<file path="src/rtl/ssd1306_pkg.sv">
// Shared types and constants for the SSD1306 command decoder: opcodes, addressing
// modes, pointer-load encodings and the argument-count table.
package ssd1306_pkg;

  typedef enum logic [1:0] {
    MODE_HORIZ = 2'b00,
    MODE_VERT  = 2'b01,
    MODE_PAGE  = 2'b10
  } addr_mode_e;

  typedef enum logic {
    ST_CMD,
    ST_ARG
  } dec_state_e;

  typedef enum logic [2:0] {
    LD_NONE,
    LD_COL_LO,
    LD_COL_HI,
    LD_PAGE,
    LD_COL_START,
    LD_COL_END,
    LD_PAGE_START,
    LD_PAGE_END
  } ld_op_e;

  typedef struct packed {
    ld_op_e     op;
    logic [6:0] val;
  } addr_load_t;

  localparam logic [7:0] OP_SET_MODE   = 8'h20;
  localparam logic [7:0] OP_COL_ADDR   = 8'h21;
  localparam logic [7:0] OP_PAGE_ADDR  = 8'h22;
  localparam logic [7:0] OP_CONTRAST   = 8'h81;
  localparam logic [7:0] OP_REMAP_OFF  = 8'hA0;
  localparam logic [7:0] OP_REMAP_ON   = 8'hA1;
  localparam logic [7:0] OP_ALLON_OFF  = 8'hA4;
  localparam logic [7:0] OP_ALLON_ON   = 8'hA5;
  localparam logic [7:0] OP_INV_OFF    = 8'hA6;
  localparam logic [7:0] OP_INV_ON     = 8'hA7;
  localparam logic [7:0] OP_DISP_OFF   = 8'hAE;
  localparam logic [7:0] OP_DISP_ON    = 8'hAF;
  localparam logic [7:0] OP_COM_NORM   = 8'hC0;
  localparam logic [7:0] OP_COM_FLIP   = 8'hC8;

  localparam logic [7:0] CONTRAST_RST_DEF = 8'h7F;
  localparam logic [6:0] COL_MAX          = 7'd127;
  localparam logic [2:0] PAGE_MAX         = 3'd7;

  // Number of argument bytes that follow a multi-byte opcode; 0 means single-byte or unknown.
  function automatic logic [2:0] arg_count(input logic [7:0] op);
    case (op)
      8'h20, 8'h81, 8'hA8, 8'hD3, 8'hD5,
      8'hD9, 8'hDA, 8'hDB, 8'h8D:         return 3'd1;
      8'h21, 8'h22, 8'hA3:                return 3'd2;
      8'h29, 8'h2A:                       return 3'd5;
      8'h26, 8'h27:                       return 3'd6;
      default:                            return 3'd0;
    endcase
  endfunction

  // The reserved mode encoding 2'b11 behaves as page addressing.
  function automatic addr_mode_e to_mode(input logic [1:0] m);
    case (m)
      2'b00:   return MODE_HORIZ;
      2'b01:   return MODE_VERT;
      default: return MODE_PAGE;
    endcase
  endfunction

endpackage

</file>
<file path="src/rtl/ssd1306_cmd_decoder_if.sv">
// Byte handshake from the SPI slave plus the framebuffer write port of the decoder.
interface ssd1306_cmd_decoder_if #(
  parameter int FB_AW = 10
);
  logic             rdy_i;
  logic [7:0]       byte_i;
  logic             byte_ack_o;
  logic             dc_i;
  logic             fb_we_o;
  logic [FB_AW-1:0] fb_addr_o;
  logic [7:0]       fb_data_o;

  modport master (
    output rdy_i, byte_i, dc_i,
    input  byte_ack_o, fb_we_o, fb_addr_o, fb_data_o
  );

  modport slave (
    input  rdy_i, byte_i, dc_i,
    output byte_ack_o, fb_we_o, fb_addr_o, fb_data_o
  );
endinterface

</file>
<file path="src/rtl/ssd1306_addr_gen.sv">
// Column/page write pointers and their ranges; loaded by decoded commands and
// stepped once per framebuffer write according to the addressing mode.
module ssd1306_addr_gen
  import ssd1306_pkg::*;
(
  input  logic       clk_i,
  input  logic       rst_i,
  input  addr_mode_e mode_i,
  input  addr_load_t load_i,
  input  logic       step_i,
  output logic [6:0] col_o,
  output logic [2:0] page_o
);

  logic [6:0] col_q, col_d, col_start_q, col_start_d, col_end_q, col_end_d;
  logic [2:0] page_q, page_d, page_start_q, page_start_d, page_end_q, page_end_d;

  always_comb begin
    col_d        = col_q;
    page_d       = page_q;
    col_start_d  = col_start_q;
    col_end_d    = col_end_q;
    page_start_d = page_start_q;
    page_end_d   = page_end_q;

    // Increments are modulo the field width, so an inverted range still wraps without lock-up.
    if (step_i) begin
      case (mode_i)
        MODE_HORIZ: begin
          if (col_q == col_end_q) begin
            col_d  = col_start_q;
            page_d = (page_q == page_end_q) ? page_start_q : page_q + 3'd1;
          end else begin
            col_d = col_q + 7'd1;
          end
        end
        MODE_VERT: begin
          if (page_q == page_end_q) begin
            page_d = page_start_q;
            col_d  = (col_q == col_end_q) ? col_start_q : col_q + 7'd1;
          end else begin
            page_d = page_q + 3'd1;
          end
        end
        default: col_d = col_q + 7'd1;
      endcase
    end

    case (load_i.op)
      LD_COL_LO:     col_d = {col_q[6:4], load_i.val[3:0]};
      LD_COL_HI:     col_d = {load_i.val[2:0], col_q[3:0]};
      LD_PAGE:       page_d = load_i.val[2:0];
      LD_COL_START: begin
        col_start_d = load_i.val;
        col_d       = load_i.val;
      end
      LD_COL_END:    col_end_d = load_i.val;
      LD_PAGE_START: begin
        page_start_d = load_i.val[2:0];
        page_d       = load_i.val[2:0];
      end
      LD_PAGE_END:   page_end_d = load_i.val[2:0];
      default: ;
    endcase
  end

  always_ff @(posedge clk_i or posedge rst_i) begin
    if (rst_i) begin
      col_q        <= '0;
      page_q       <= '0;
      col_start_q  <= '0;
      col_end_q    <= COL_MAX;
      page_start_q <= '0;
      page_end_q   <= PAGE_MAX;
    end else begin
      col_q        <= col_d;
      page_q       <= page_d;
      col_start_q  <= col_start_d;
      col_end_q    <= col_end_d;
      page_start_q <= page_start_d;
      page_end_q   <= page_end_d;
    end
  end

  assign col_o  = col_q;
  assign page_o = page_q;

endmodule

</file>
<file path="src/rtl/ssd1306_cmd_decoder.sv">
// SSD1306 command/data decoder: accepts SPI bytes, runs the CMD/ARG state machine,
// holds display-control registers and issues framebuffer writes.
module ssd1306_cmd_decoder
  import ssd1306_pkg::*;
#(
  parameter int         FB_AW        = 10,
  parameter logic [7:0] CONTRAST_RST = CONTRAST_RST_DEF
) (
  input  logic                 clk_i,
  input  logic                 rst_i,
  ssd1306_cmd_decoder_if.slave bus,
  output logic                 display_on_o,
  output logic                 invert_o,
  output logic                 all_on_o,
  output logic                 seg_remap_o,
  output logic                 com_flip_o,
  output logic [7:0]           contrast_o
);

  logic             dc_meta_q, dc_sync_q;
  logic             ack_q, ack_d, ack_dly_q, armed_q, armed_d;
  dec_state_e       state_q, state_d;
  logic [2:0]       arg_cnt_q, arg_cnt_d;
  logic [7:0]       opcode_q, opcode_d;
  logic             disp_q, disp_d, inv_q, inv_d, allon_q, allon_d;
  logic             remap_q, remap_d, flip_q, flip_d;
  logic [7:0]       contrast_q, contrast_d;
  addr_mode_e       mode_q, mode_d;
  logic             fb_we_q, fb_we_d;
  logic [FB_AW-1:0] fb_addr_q, fb_addr_d;
  logic [7:0]       fb_data_q, fb_data_d;

  logic       accept, step;
  addr_load_t load;
  logic [6:0] col;
  logic [2:0] page;

  // Blank covers the two cycles before the slave drops rdy_i; armed additionally
  // requires rdy_i to be seen low once, so a level held past the blank is not re-taken.
  assign accept = bus.rdy_i & armed_q & ~(ack_q | ack_dly_q);

  // NOTE: every _d and strobe gets its default first, so no path leaves a latch behind.
  always_comb begin
    ack_d      = accept;
    armed_d    = armed_q | ~bus.rdy_i;
    state_d    = state_q;
    arg_cnt_d  = arg_cnt_q;
    opcode_d   = opcode_q;
    disp_d     = disp_q;
    inv_d      = inv_q;
    allon_d    = allon_q;
    remap_d    = remap_q;
    flip_d     = flip_q;
    contrast_d = contrast_q;
    mode_d     = mode_q;
    fb_we_d    = 1'b0;
    fb_addr_d  = fb_addr_q;
    fb_data_d  = fb_data_q;
    step       = 1'b0;
    load.op    = LD_NONE;
    load.val   = '0;

    if (accept) begin
      armed_d = 1'b0;
      if (dc_sync_q) begin
        // Data aborts any pending multi-byte command.
        state_d   = ST_CMD;
        arg_cnt_d = '0;
        fb_we_d   = 1'b1;
        fb_addr_d = FB_AW'({page, col});
        fb_data_d = bus.byte_i;
        step      = 1'b1;
      end else if (state_q == ST_CMD) begin
        casez (bus.byte_i)
          8'b0000_????: begin
            load.op  = LD_COL_LO;
            load.val = {3'b000, bus.byte_i[3:0]};
          end
          8'b0001_????: begin
            load.op  = LD_COL_HI;
            load.val = {4'b0000, bus.byte_i[2:0]};
          end
          8'b1011_0???: begin
            load.op  = LD_PAGE;
            load.val = {4'b0000, bus.byte_i[2:0]};
          end
          OP_DISP_OFF, OP_DISP_ON:   disp_d  = bus.byte_i[0];
          OP_INV_OFF, OP_INV_ON:     inv_d   = bus.byte_i[0];
          OP_ALLON_OFF, OP_ALLON_ON: allon_d = bus.byte_i[0];
          OP_REMAP_OFF, OP_REMAP_ON: remap_d = bus.byte_i[0];
          OP_COM_NORM, OP_COM_FLIP:  flip_d  = bus.byte_i[3];
          default: begin
            if (arg_count(bus.byte_i) != 3'd0) begin
              state_d   = ST_ARG;
              arg_cnt_d = arg_count(bus.byte_i);
              opcode_d  = bus.byte_i;
            end
          end
        endcase
      end else begin
        arg_cnt_d = arg_cnt_q - 3'd1;
        if (arg_cnt_q == 3'd1) state_d = ST_CMD;
        case (opcode_q)
          OP_SET_MODE: mode_d     = to_mode(bus.byte_i[1:0]);
          OP_CONTRAST: contrast_d = bus.byte_i;
          OP_COL_ADDR: begin
            load.op  = (arg_cnt_q == 3'd2) ? LD_COL_START : LD_COL_END;
            load.val = bus.byte_i[6:0];
          end
          OP_PAGE_ADDR: begin
            load.op  = (arg_cnt_q == 3'd2) ? LD_PAGE_START : LD_PAGE_END;
            load.val = {4'b0000, bus.byte_i[2:0]};
          end
          default: ;
        endcase
      end
    end
  end

  // NOTE: sequential state uses non-blocking assignments so every flop samples pre-edge values.
  always_ff @(posedge clk_i or posedge rst_i) begin
    if (rst_i) begin
      dc_meta_q  <= 1'b0;
      dc_sync_q  <= 1'b0;
      ack_q      <= 1'b0;
      ack_dly_q  <= 1'b0;
      armed_q    <= 1'b1;
      state_q    <= ST_CMD;
      arg_cnt_q  <= '0;
      opcode_q   <= '0;
      disp_q     <= 1'b0;
      inv_q      <= 1'b0;
      allon_q    <= 1'b0;
      remap_q    <= 1'b0;
      flip_q     <= 1'b0;
      contrast_q <= CONTRAST_RST;
      mode_q     <= MODE_PAGE;
      fb_we_q    <= 1'b0;
      fb_addr_q  <= '0;
      fb_data_q  <= '0;
    end else begin
      dc_meta_q  <= bus.dc_i;
      dc_sync_q  <= dc_meta_q;
      ack_q      <= ack_d;
      ack_dly_q  <= ack_q;
      armed_q    <= armed_d;
      state_q    <= state_d;
      arg_cnt_q  <= arg_cnt_d;
      opcode_q   <= opcode_d;
      disp_q     <= disp_d;
      inv_q      <= inv_d;
      allon_q    <= allon_d;
      remap_q    <= remap_d;
      flip_q     <= flip_d;
      contrast_q <= contrast_d;
      mode_q     <= mode_d;
      fb_we_q    <= fb_we_d;
      fb_addr_q  <= fb_addr_d;
      fb_data_q  <= fb_data_d;
    end
  end

  ssd1306_addr_gen u_addr_gen (
    .clk_i  (clk_i),
    .rst_i  (rst_i),
    .mode_i (mode_q),
    .load_i (load),
    .step_i (step),
    .col_o  (col),
    .page_o (page)
  );

  assign bus.byte_ack_o = ack_q;
  assign bus.fb_we_o    = fb_we_q;
  assign bus.fb_addr_o  = fb_addr_q;
  assign bus.fb_data_o  = fb_data_q;
  assign display_on_o   = disp_q;
  assign invert_o       = inv_q;
  assign all_on_o       = allon_q;
  assign seg_remap_o    = remap_q;
  assign com_flip_o     = flip_q;
  assign contrast_o     = contrast_q;

endmodule

</file>
<file path="src/flat_wrapper.sv">
// flat-port wrapper written by rule: the top's interface ports become plain ports
module ssd1306_cmd_decoder_flat import ssd1306_pkg::*;
#(
  parameter int         FB_AW        = 10,
  parameter logic [7:0] CONTRAST_RST = CONTRAST_RST_DEF
)
  (clk_i, rst_i, display_on_o, invert_o, all_on_o, seg_remap_o, com_flip_o, contrast_o, bus_rdy_i, bus_byte_i, bus_dc_i, bus_byte_ack_o, bus_fb_we_o, bus_fb_addr_o, bus_fb_data_o);
  ssd1306_cmd_decoder_if #(.FB_AW(FB_AW)) bus_i ();
  input  logic clk_i;
  input  logic rst_i;
  output logic display_on_o;
  output logic invert_o;
  output logic all_on_o;
  output logic seg_remap_o;
  output logic com_flip_o;
  output logic [7:0] contrast_o;
  input wire logic [$bits(bus_i.rdy_i)-1:0] bus_rdy_i;
  input wire logic [$bits(bus_i.byte_i)-1:0] bus_byte_i;
  input wire logic [$bits(bus_i.dc_i)-1:0] bus_dc_i;
  output wire logic [$bits(bus_i.byte_ack_o)-1:0] bus_byte_ack_o;
  output wire logic [$bits(bus_i.fb_we_o)-1:0] bus_fb_we_o;
  output wire logic [$bits(bus_i.fb_addr_o)-1:0] bus_fb_addr_o;
  output wire logic [$bits(bus_i.fb_data_o)-1:0] bus_fb_data_o;
  assign bus_i.rdy_i = bus_rdy_i;
  assign bus_i.byte_i = bus_byte_i;
  assign bus_i.dc_i = bus_dc_i;
  assign bus_byte_ack_o = bus_i.byte_ack_o;
  assign bus_fb_we_o = bus_i.fb_we_o;
  assign bus_fb_addr_o = bus_i.fb_addr_o;
  assign bus_fb_data_o = bus_i.fb_data_o;
  ssd1306_cmd_decoder #(.FB_AW(FB_AW), .CONTRAST_RST(CONTRAST_RST)) u_core (.clk_i(clk_i), .rst_i(rst_i), .bus(bus_i), .display_on_o(display_on_o), .invert_o(invert_o), .all_on_o(all_on_o), .seg_remap_o(seg_remap_o), .com_flip_o(com_flip_o), .contrast_o(contrast_o));
endmodule
</file>
<file path="config.mk">
export PLATFORM = sky130hd
export DESIGN_NAME = ssd1306_cmd_decoder_flat
export DESIGN_NICKNAME = d
export VERILOG_FILES = /design/src/rtl/ssd1306_pkg.sv /design/src/rtl/ssd1306_cmd_decoder_if.sv /design/src/rtl/ssd1306_addr_gen.sv /design/src/rtl/ssd1306_cmd_decoder.sv /design/src/flat_wrapper.sv
export SDC_FILE = /design/constraint.sdc
export NUM_CORES = 1
export LEC_CHECK = 0
export ABC_AREA = 1
export CAP_MARGIN = 20
export CORE_MARGIN = 10
export CORE_UTILIZATION = 57
export CTS_CLUSTER_SIZE = 16
export DETAILED_ROUTE_END_ITERATION = 7
export PLACE_DENSITY = 0.91
export RECOVER_POWER = 100
export SETUP_SLACK_MARGIN = 0.15
export SYNTH_ARGS = -nofsm -noshare
export SYNTH_HDL_FRONTEND = slang
export SYNTH_SLANG_ARGS = --single-unit
</file>
<file path="constraint.sdc">
create_clock -name clk_i -period 3.2 [get_ports clk_i]
set_input_delay 0.32 -clock clk_i [delete_from_list [all_inputs] [get_ports clk_i]]
set_output_delay 0.32 -clock clk_i [all_outputs]
set_load 0.02 [all_outputs]
</file>
-- After elaboration in Yosys (flattened, before gate mapping)
Cells that the tools add are included.
W data, S select, Z words.
- add/subtract/negate cells: 3
- eq/ne operators: 49
- muxes and demuxes: 35
- bitwise operators: 11
- reduce and logical (&&, ||, !) cells: 33
- operators with widths (kind ; count):
    $eq A8 B8 Y1 const B ; 20
    $eq A8 B6 Y1 const B ; 10
    $mux W3 ; 12
    $mux W10 ; 3
    $reduce_and A4 Y1 ; 7
    $pmux W9 S3 ; 1
    $mux W7 ; 3
    $pmux W7 S3 ; 1
    $pmux W10 S2 ; 1
    $reduce_or A2 Y1 ; 8
    $reduce_bool A3 Y1 ; 5
    $pmux W7 S2 ; 1
    $reduce_or A13 Y1 ; 1
    $eq A3 B3 Y1 const B ; 4
    $pmux W3 S4 ; 1
    $reduce_and A3 Y1 ; 4
    $mux W1 ; 10
    $eq A3 B2 Y1 const B ; 3
    $reduce_or A9 Y1 ; 1
    $ne A4 B4 Y1 const B ; 2
    $add A7 B1 Y7 const B ; 1
    $eq A7 B7 Y1 ; 1
    $not A1 Y1 ; 7
    $eq A3 B1 Y1 const B ; 2
    18 further kinds ; 22
- register bits after elaboration: 81
- output and inout port bits: 33
- logic and storage cells: 156

-- Logic depth before layout (Yosys ltp)
Gate-level depths: netlist of run 1.
- word-level depth: 12
- gate-level depth with buffers: 14
- depth with buffers taken out: 14

-- Cells and area by module
A second synthesis of run 1 with hierarchy kept.
- cells, all modules: 560
- area total of the unflattened synthesis: 4416.7 um^2
- modules (own cells, without submodules) (module ; instances ; cells an instance ; area an instance (um^2) ; seq. area each (um^2)):
    ssd1306_cmd_decoder ; 1 ; 316 ; 2613.8 ; 1287.5
    ssd1306_addr_gen ; 1 ; 244 ; 1803.0 ; 763.2

-- Least setup slack after synthesis of run 1
No wires, ideal clock.
- kind: register to register
- start point: register u_core.ack_q, in the netlist u_core.bus.byte_ack_o
- end point: register u_core.u_addr_gen.page_q[2], in the netlist u_core.u_addr_gen.page_o[2]
- setup time: 0.120 ns
- arrival: 1.621 ns
- path slack: 1.459 ns
- stages on the path, launching flop included: 13
- buffers on the path: 0
- cells stage by stage: dfrtp_1 nor2_4 nand3_4 nor2_4 o21ai_2 nand2_4 nand2_1 inv_1 nand2_1 nand2_4 nand2_1 o21ai_1 nand2_1
- cells in the longest elaborated chain, start to end: 8
- elaborated cells between the ends (all ways): 13
- classes of those cells: eq/ne: 3; mux: 3; bitwise: 3; reduce/logical: 4
- ends and longest elaborated chain (element ; RTL line ; text):
    from (decl) ; ssd1306_cmd_decoder.sv:21 ; logic ack_q, ack_d, ack_dly_q, armed_q, armed_d;
    from (signal assigned) ; ssd1306_cmd_decoder.sv:144 ; ack_q <= ack_d;
    $or A1 B1 Y1 (*) ; ssd1306_cmd_decoder.sv:40 ; assign accept = bus.rdy_i & armed_q & ~(ack_q | ack_dly_q);
    $not A1 Y1 (*) ; ssd1306_cmd_decoder.sv:40 ;
    $and A1 B1 Y1 (*) ; ssd1306_cmd_decoder.sv:40 ;
    $mux W10 ; ssd1306_cmd_decoder.sv:63 ; if (accept) begin
    $eq A3 B3 Y1 / $eq A3 B2 Y1 (equally long branches) ; ssd1306_addr_gen.sv:49 ; case (load_i.op)
    $reduce_or A2 Y1 (no line) ; - ;
    $ne A3 B3 Y1 (no line) (tied with other cells) ; - ;
    $reduce_and A3 Y1 (no line) ; - ;
    to (signal assigned) ; ssd1306_addr_gen.sv:77 ; page_q <= page_d;
    to (decl) ; ssd1306_addr_gen.sv:16 ; logic [2:0] page_q, page_d, page_start_q, page_start_d, page_end_q, page_end_d;
Mark *: on every way between the ends. The rest lies on a longest branch, timed or not.
A chain may end at the register's enable or synchronous reset.

-- Worst setup path after layout of run 1
- start point: input bus_byte_i[1]
- end point: register u_core.opcode_q[7]
- cells in the longest elaborated chain, start to end: 9
- elaborated cells between the ends (all ways): 39
- classes of those cells: eq/ne: 26; mux: 5; bitwise: 1; reduce/logical: 7
- ends and longest elaborated chain (element ; RTL line ; text):
    from (decl) ; flat_wrapper.sv:18 ; input wire logic [$bits(bus_i.byte_i)-1:0] bus_byte_i;
    $eq A8 B6 Y1 / $eq A8 B8 Y1 (equally long branches) ; ssd1306_pkg.sv:53 ; case (op)
    $reduce_or A9 Y1 (tied with other cells) ; ssd1306_pkg.sv:53 ;
    $pmux W3 S4 ; ssd1306_pkg.sv:53 ;
    $mux W3 ; ssd1306_cmd_decoder.sv:74 ; casez (bus.byte_i)
    $mux W3 ; ssd1306_cmd_decoder.sv:73 ; end else if (state_q == ST_CMD) begin
    $mux W3 ; ssd1306_cmd_decoder.sv:65 ; if (dc_sync_q) begin
    $mux W3 ; ssd1306_cmd_decoder.sv:63 ;
    $reduce_bool A3 Y1 ; ssd1306_cmd_decoder.sv:93 ; if (arg_count(bus.byte_i) != 3'd0) begin
    $reduce_and A5 Y1 (no line) (*) ; - ;
    to (signal assigned) ; ssd1306_cmd_decoder.sv:149 ; opcode_q <= opcode_d;
    to (decl) ; ssd1306_cmd_decoder.sv:24 ; logic [7:0] opcode_q, opcode_d;
Mark *: on every way between the ends. The rest lies on a longest branch, timed or not. The select of a mux whose other input is x is not followed.

==> results of run 1 <==
stage by stage:
stage / util (%) / hold WS [ps]
2_1_floorplan: - / 331
3_3_place_gp: 66.3 / 333
3_5_place_dp: 66.3 / 354
4_1_cts: 69.1 / 338
5_1_grt: 67.9 / 392
6_report: 67.9 / 370
layout by cell type (no fill, tap or decap), drive strengths merged:
master and n:
xor2 7, ha 5, clkbuf 15, mux2 6, dlygate4sd3 37, nand2 168, o21ai 57, nor2 66
dfstp 19, inv 53, clkdlybuf4s50 7, o22ai 1, mux2i 1, nor4 4, a31oi 3, bufinv 1
xnor2 10, nand4 6, dfrtp 62, nor3 14, a22oi 1, a21oi 14, clkinv 1, buf 1
nand3 32
power groups by stage:
stage          sequential (mW)  combinational, mW  clock, mW
2_1_floorplan             1.41              0.546          0
3_3_place_gp              1.36              0.887          0
3_5_place_dp              1.37              0.930          0
4_1_cts                   1.35              0.944      0.777
5_1_grt                   1.38               1.02      0.824
6_report                  1.35              0.908      0.771
state kept, by name, indices dropped and copies added, names as in the netlist, 2 cells and up:
signal                          flops
u_core.bus.fb_addr_o               10
u_core.u_addr_gen.page_end_q        3
u_core.mode_q                       2
u_core.u_addr_gen.col_end_q         7
u_core.contrast_o                   8
u_core.u_addr_gen.page_start_q      3
u_core.opcode_q                     8
u_core.u_addr_gen.col_start_q       7
u_core.arg_cnt_q                    3
u_core.bus.fb_data_o                8
u_core.u_addr_gen.col_o             7
u_core.u_addr_gen.page_o            3
how the worst min path moves through the flow:
stage	from	end	slack, ps	depth (start not counted)
6_report	u_core.dc_meta_q	u_core.dc_sync_q	370	0
3_5_place_dp	u_core.dc_meta_q	u_core.dc_sync_q	350	0
2_1_floorplan	u_core.dc_meta_q	u_core.dc_sync_q	330	0
3_3_place_gp	u_core.dc_meta_q	u_core.dc_sync_q	330	0
5_1_grt	u_core.dc_meta_q	u_core.dc_sync_q	390	0
4_1_cts	rst_i	u_core.bus.fb_addr_o[0]	340	2
kinds of logic (layout without fill, tap and decap cells):
group / Yosys count / in the layout / synth area share [%]
compound gates: 76 / 76 / 9.22
xor+xnor: 17 / 17 / 3.44
fa+ha+maj: 5 / 5 / 1.45
buf+inv: 61 / 115 / 5.61
flops: 81 / 81 / 47.4
mux: 7 / 7 / 1.79
simple gates: 290 / 290 / 31.1
metal layers:
metal  up-vias  global-route usage [%]
met5         -                       0
met2       227                    32.2
li1       1819                       -
met4         0                    8.12
met3        35                    4.37
met1      1798                    25.4
final cells by class:
cell class / count / area (µm²) / area share (%)
multi-input combinational: 395 / 1950 / 39.2
sequential: 81 / 2050 / 41.2
inverter: 53 / 199 / 3.99
clock inverter: 2 / 38.8 / 0.779
tap: 99 / 124 / 2.49
clock buffer: 14 / 163 / 3.27
timing repair buffer: 46 / 453 / 9.10
worst max-delay path, delay by kind of cell:
family	cells	cell delay, ps
buf+inv	2	970
simple gates	6	1270
compound gates	2	150
synth_stat cells (all sizes together):
library cell  number
xnor2             10
a22oi              1
mux2               6
a21oi             14
inv               53
dfstp             19
dfrtp             62
ha                 5
nand4              6
nor3              14
nand3             32
o21ai             57
o22ai              1
xor2               7
nor4               4
nor2              66
clkbuf             5
nand2            168
a31oi              3
buf                3
mux2i              1
==> results by group, run 1 <==
Detailed routing
  • Vias per inst: 5.62
  • Met2 wire length: 5.20 mm
  • Drt initial violations: 364
  • Routed vias: 3879
  • DRC: 0
  • Post-route ant nets: 0
  • DR top layer: met4
  • Post-Route WL: 11.1 mm
  • First-pass DRT Iterations: 6
  • Routed wl met3: 992 µm
  • Drt wl/cell: 16.0 µm
  • Post-Route M1 WL: 4.59 mm

STA
  • Final worst slack: 739 ps
  • Fin. Hold Viols: 0
  • Period utilization: 76.9%
  • Max Fclk: 406 MHz
  • RSZ-0062 raised after global routing: false
  • Tmin final: 2460 ps
  • Clk_skew: 15.2 ps
  • Fin. max-slew vios: 0
  • Worst slew pin tran: 885 ps
  • Final setup viols: 0
  • Final setup TNS: 0 ps
  • Slew margin rel.: 40.9%

Clock tree
  • CTS buffer count: 9
  • Cts repair resizes: 0
  • TritonCTS clock tree: done
  • Post-CTS setup buffers: 0
  • Clock sinks: 81
  • Clk buf depth: 2
  • CTS Hold Bufs: 0
  • Worst skew pair latency: 360 ps
  • # H-tree levels: 3
  • Clk root buf: clkbuf_8
  • Worst-path clk slew: 80 ps

Finish
  • FILL cells: 599
  • Antenna diodes: 0
  • Post-layout instance count excluding filler cells: 690
  • Design area: 4980 µm²
  • Layout cells sized above 1: 12.9%
  • Final net count: 603
  • Area Growth Syn to Fin: 15.1%

Setup path
  • Arrival @ worst endpoint: 2730 ps
  • Crit path launch: bus_byte_i[1]
  • Worst path most repeated cell: nand2_1
  • R2R Path End: u_core.bus.fb_addr_o[3]
  • CP Max Fanout: 16
  • CP cell instances: dlygate4sd3_1 > inv_1 > nand2_1 > nand2_1 > a21oi_1 > nor3_1 > nand3_2 > nand2_1 > nand2_1 > o21ai_0
  • CP endpoint kind: flip-flop
  • Critical-path top delay cell: dlygate4sd3_1
  • CP required: 3470 ps
  • Crit path to: u_core.opcode_q[7]
  • Crit Path Class: in -> reg
  • Slowest stage delay, CP: 630 ps
  • Launching point of the worst reg2reg path: u_core.armed_q
  • Startpoint types: input port
  • R2R setup slack: 790 ps
  • Worst reg2reg path depth: 7

Synthesis
  • Synth top area cells: dfrtp_1, nand2_1, dfstp_2
  • Syn Inst Count: 537
  • Synth unique cells: 36
  • Syn nets: 554
  • Yosys top cell area share: 35.8%
  • Sequential area share after synthesis: 47.4%
  • Ys Warns: 0
  • Syn Area/Cell: 8.06 µm²
  • Flip-flop and latch count after synthesis: 81
  • Post-synthesis instance area: 4330 µm²
  • Synth area leader: dfrtp_1

Die
  • # IOs: 45
  • Die ar.: 11500 µm²
  • Num rows: 31
  • Starting Density: 59.0%
  • Die Wd: 107 µm
  • Die height: 107 µm
  • CORE AREA: 7330 µm²

Pwr
  • PwrDens: 609 nW/µm²
  • Power, Total: 3.03 mW
  • Pleak: 2.40 nW
  • Comb power frac: 29.9%
  • Clock power frac: 25.4%
  • Switching part of the total: 35.5%
  • Flop pwr share: 44.6%
  • P_int: 1.96 mW
  • Peak VDD IR: 0.289 mV
  • Sw Pwr: 1.08 mW

Global route
  • GR Overflow Total: 0
  • Antenna violations before repair: 0
  • Pin count of the biggest net entering global routing: 31
  • Global-route wire length before repair: 18.7 mm
  • All-Layer GR Usage: 20.0%
  • Number of global-route vias before repair: 3836

Run
  • Max cap viols: 0

Outcome
  • Status: finished clean

Hold path
  • Worst Hold Class: reg -> reg

Placement
  • Inst Count DP: 674
  • Port bufs: 44
  • Placed cell areas: 4860 µm²
  • DPL Wire Length: 8.12 mm
  • Pre-CTS setup slack: 813 ps
  • Final GP Congestion: 0.943
No activity file was read; power rests on OpenSTA's default activity.
==> run 2, diff against run 1 <==
==> constraint.sdc (replaced) <==
create_clock -name clk_i -period 2.4 [get_ports clk_i]
set_input_delay 0.24 -clock clk_i [delete_from_list [all_inputs] [get_ports clk_i]]
set_output_delay 0.24 -clock clk_i [all_outputs]
set_load 0.02 [all_outputs]
==> run 2 against run 1 <==
Effect of this change:
- combinational power is 30% higher
- cell count stayed put
- via count is 2.5% lower
- flip-flop and latch count stayed put
==> results by group, run 2 (same netlist as run 1, synthesis figures left out) <==
STA
  • Final worst slack: 219 ps (-520 ps)
  • Final setup viols: 0 (unchanged)
  • Fin. Hold Viols: 0 (unchanged)
  • Period utilization: 90.9%
  • Max Fclk: 458 MHz
  • Final setup TNS: 0 ps (unchanged)
  • Worst slew pin tran: 849 ps (-36.6 ps)
  • Slew margin rel.: 43.4% (+2.4 points)
  • Clk_skew: 10.4 ps (-4.76 ps)
  • Tmin final: 2180 ps
  • RSZ-0062 raised after global routing: false
  • Fin. max-slew vios: 0 (unchanged)

Die
  • Die ar.: 11500 µm² (unchanged)
  • Starting Density: 59.0% (unchanged)
  • # IOs: 45 (unchanged)
  • Die Wd: 107 µm (unchanged)
  • Num rows: 31 (unchanged)
  • CORE AREA: 7330 µm² (unchanged)
  • Die height: 107 µm (unchanged)

Clock tree
  • TritonCTS clock tree: done
  • Clk buf depth: 2 (unchanged)
  • CTS buffer count: 9 (unchanged)
  • Worst-path clk slew: 80 ps (about the same)
  • Post-CTS setup buffers: 0 (unchanged)
  • Clock sinks: 81 (unchanged)
  • CTS Hold Bufs: 0 (unchanged)
  • Worst skew pair latency: 360 ps (about the same)
  • # H-tree levels: 3 (unchanged)
  • Clk root buf: clkbuf_8

Hold path
  • Worst hold path startpoint: u_core.dc_meta_q
  • Worst Hold Class: reg -> reg
  • Hold endpoint: u_core.dc_sync_q
  • Worst hold stages: 0 (unchanged)

Placement
  • Placed cell areas: 4880 µm² (+0.33%)
  • Port bufs: 44 (unchanged)
  • Final GP Congestion: 0.972 (+3.2%)
  • Inst Count DP: 674 (unchanged)
  • DPL Wire Length: 7.50 mm (-7.6%)
  • Pre-CTS setup slack: 19.3 ps (-794 ps)

Pwr
  • Power, Total: 4.19 mW (+38%)
  • Peak VDD IR: 0.373 mV (+29%)
  • Pleak: 2.44 nW (+1.5%)
  • PwrDens: 825 nW/µm² (+36%)

Finish
  • Most frequent cells in the layout: nand2_1, dfrtp_1, nor2_1, o21ai_0, inv_1
  • Design area: 5080 µm² (+2.1%)
  • Number of flip-flops in the largest register: 10 (unchanged)
  • Post-layout instance count excluding filler cells: 690 (unchanged)
  • Area Growth Syn to Fin: 17.5%
  • Layout cells sized above 1: 14.7% (+1.9 points)
  • Final net count: 603 (unchanged)
  • Commonest non-fill, non-tap cell in the layout: nand2_1
  • Antenna diodes: 0 (unchanged)

Setup path
  • R2R Path End: u_core.u_addr_gen.col_end_q[6]
  • CP endpoint kind: flip-flop
  • Launching point of the worst reg2reg path: u_core.armed_q
  • Crit path launch: bus_byte_i[1]
  • R2R setup slack: 230 ps (-560 ps)
  • Worst reg2reg path depth: 8 (+1)
  • CP required: 2670 ps (-800 ps)
  • Crit Path Class: in -> reg
  • Arrival @ worst endpoint: 2460 ps (-270 ps)
  • CP Max Fanout: 16 (unchanged)
  • Startpoint types: input port

Detailed routing
  • First-pass DRT Iterations: 5 (-1)
  • Vias per inst: 5.48 (-2.5%)
  • Post-Route WL: 10.3 mm (-6.8%)
  • Drt wl/cell: 14.9 µm (-6.8%)
  • Drt initial violations: 333 (-8.5%)
  • DRC: 0 (unchanged)
  • Routed vias: 3781 (-2.5%)
  • Post-route ant nets: 0 (unchanged)

Global route
  • GR Overflow Total: 0 (unchanged)
  • Global-route wire length before repair: 17.4 mm (-6.7%)
  • Antenna violations before repair: 0 (unchanged)
  • Number of global-route vias before repair: 3619 (-5.7%)
  • All-Layer GR Usage: 18.5% (-1.4 points)
  • Pin count of the biggest net entering global routing: 82 (+160%)

Outcome
  • Status: finished clean

Run
  • Max cap viols: 0 (unchanged)
## run 2: area by class of cell
type	instances	area, µm²
sequential	81	2050
fill	549	2250
multi-input combinational	395	2000
clock buffer	10	128
timing repair buffer	46	468
clock inverter	6	115
inverter	53	200
tap	99	124
## run 2: metal layers
metal | GRT usage (%) | share of wire [%]
met1 | 24.4 | 44
met2 | 28.9 | 46
met3 | 3.95 | 7.4
met4 | 7.83 | 2.3
met5 | 0 | 0
## run 2: through the flow
| stage | utilization [%] | hold WS, ps |
|---|---|---|
| 6_report | 69.3 | 365 |
| 5_1_grt | 69.3 | 379 |
| 4_1_cts | 69.9 | 333 |
| 3_5_place_dp | 66.6 | 356 |
| 3_3_place_gp | 66.6 | 333 |
| 2_1_floorplan | - | 271 |
## run 2: worst max-delay path by stage
| stage | cells after the start | to |
|---|---|---|
| floorplan | 12 | u_core.u_addr_gen.page_o[2] |
| global placement | 10 | u_core.opcode_q[5] |
| detailed placement | 10 | u_core.opcode_q[4] |
| CTS | 9 | u_core.u_addr_gen.col_o[1] |
| global route | 10 | u_core.u_addr_gen.col_o[0] |
| finish | 10 | u_core.opcode_q[7] |
## run 2: worst max-delay path, stage by stage
cell and delay, ps:
dlygate4sd3_1 630, inv_1 350, nand2_1 180, nand2_1 110, a21oi_1 50, nor3_2 280, nand3_2 150, nand2_2 250
nand2_1 100, o21ai_0 100
## run 2: power breakdown
group / switching, mW / internal, mW / leakage [nW] / total, mW
clock network: 0.517 / 0.697 / 0.117 / 1.21
registers: 0.215 / 1.58 / 0.986 / 1.80
logic: 0.698 / 0.483 / 1.34 / 1.18
## run 2: what timing repair did
| action | CTS | global route |
|---|---|---|
| endpoints found under the hold margin | 0 | 0 |
| resized for setup | 0 | 1 |
| setup endpoints to repair | 0 | 1 |
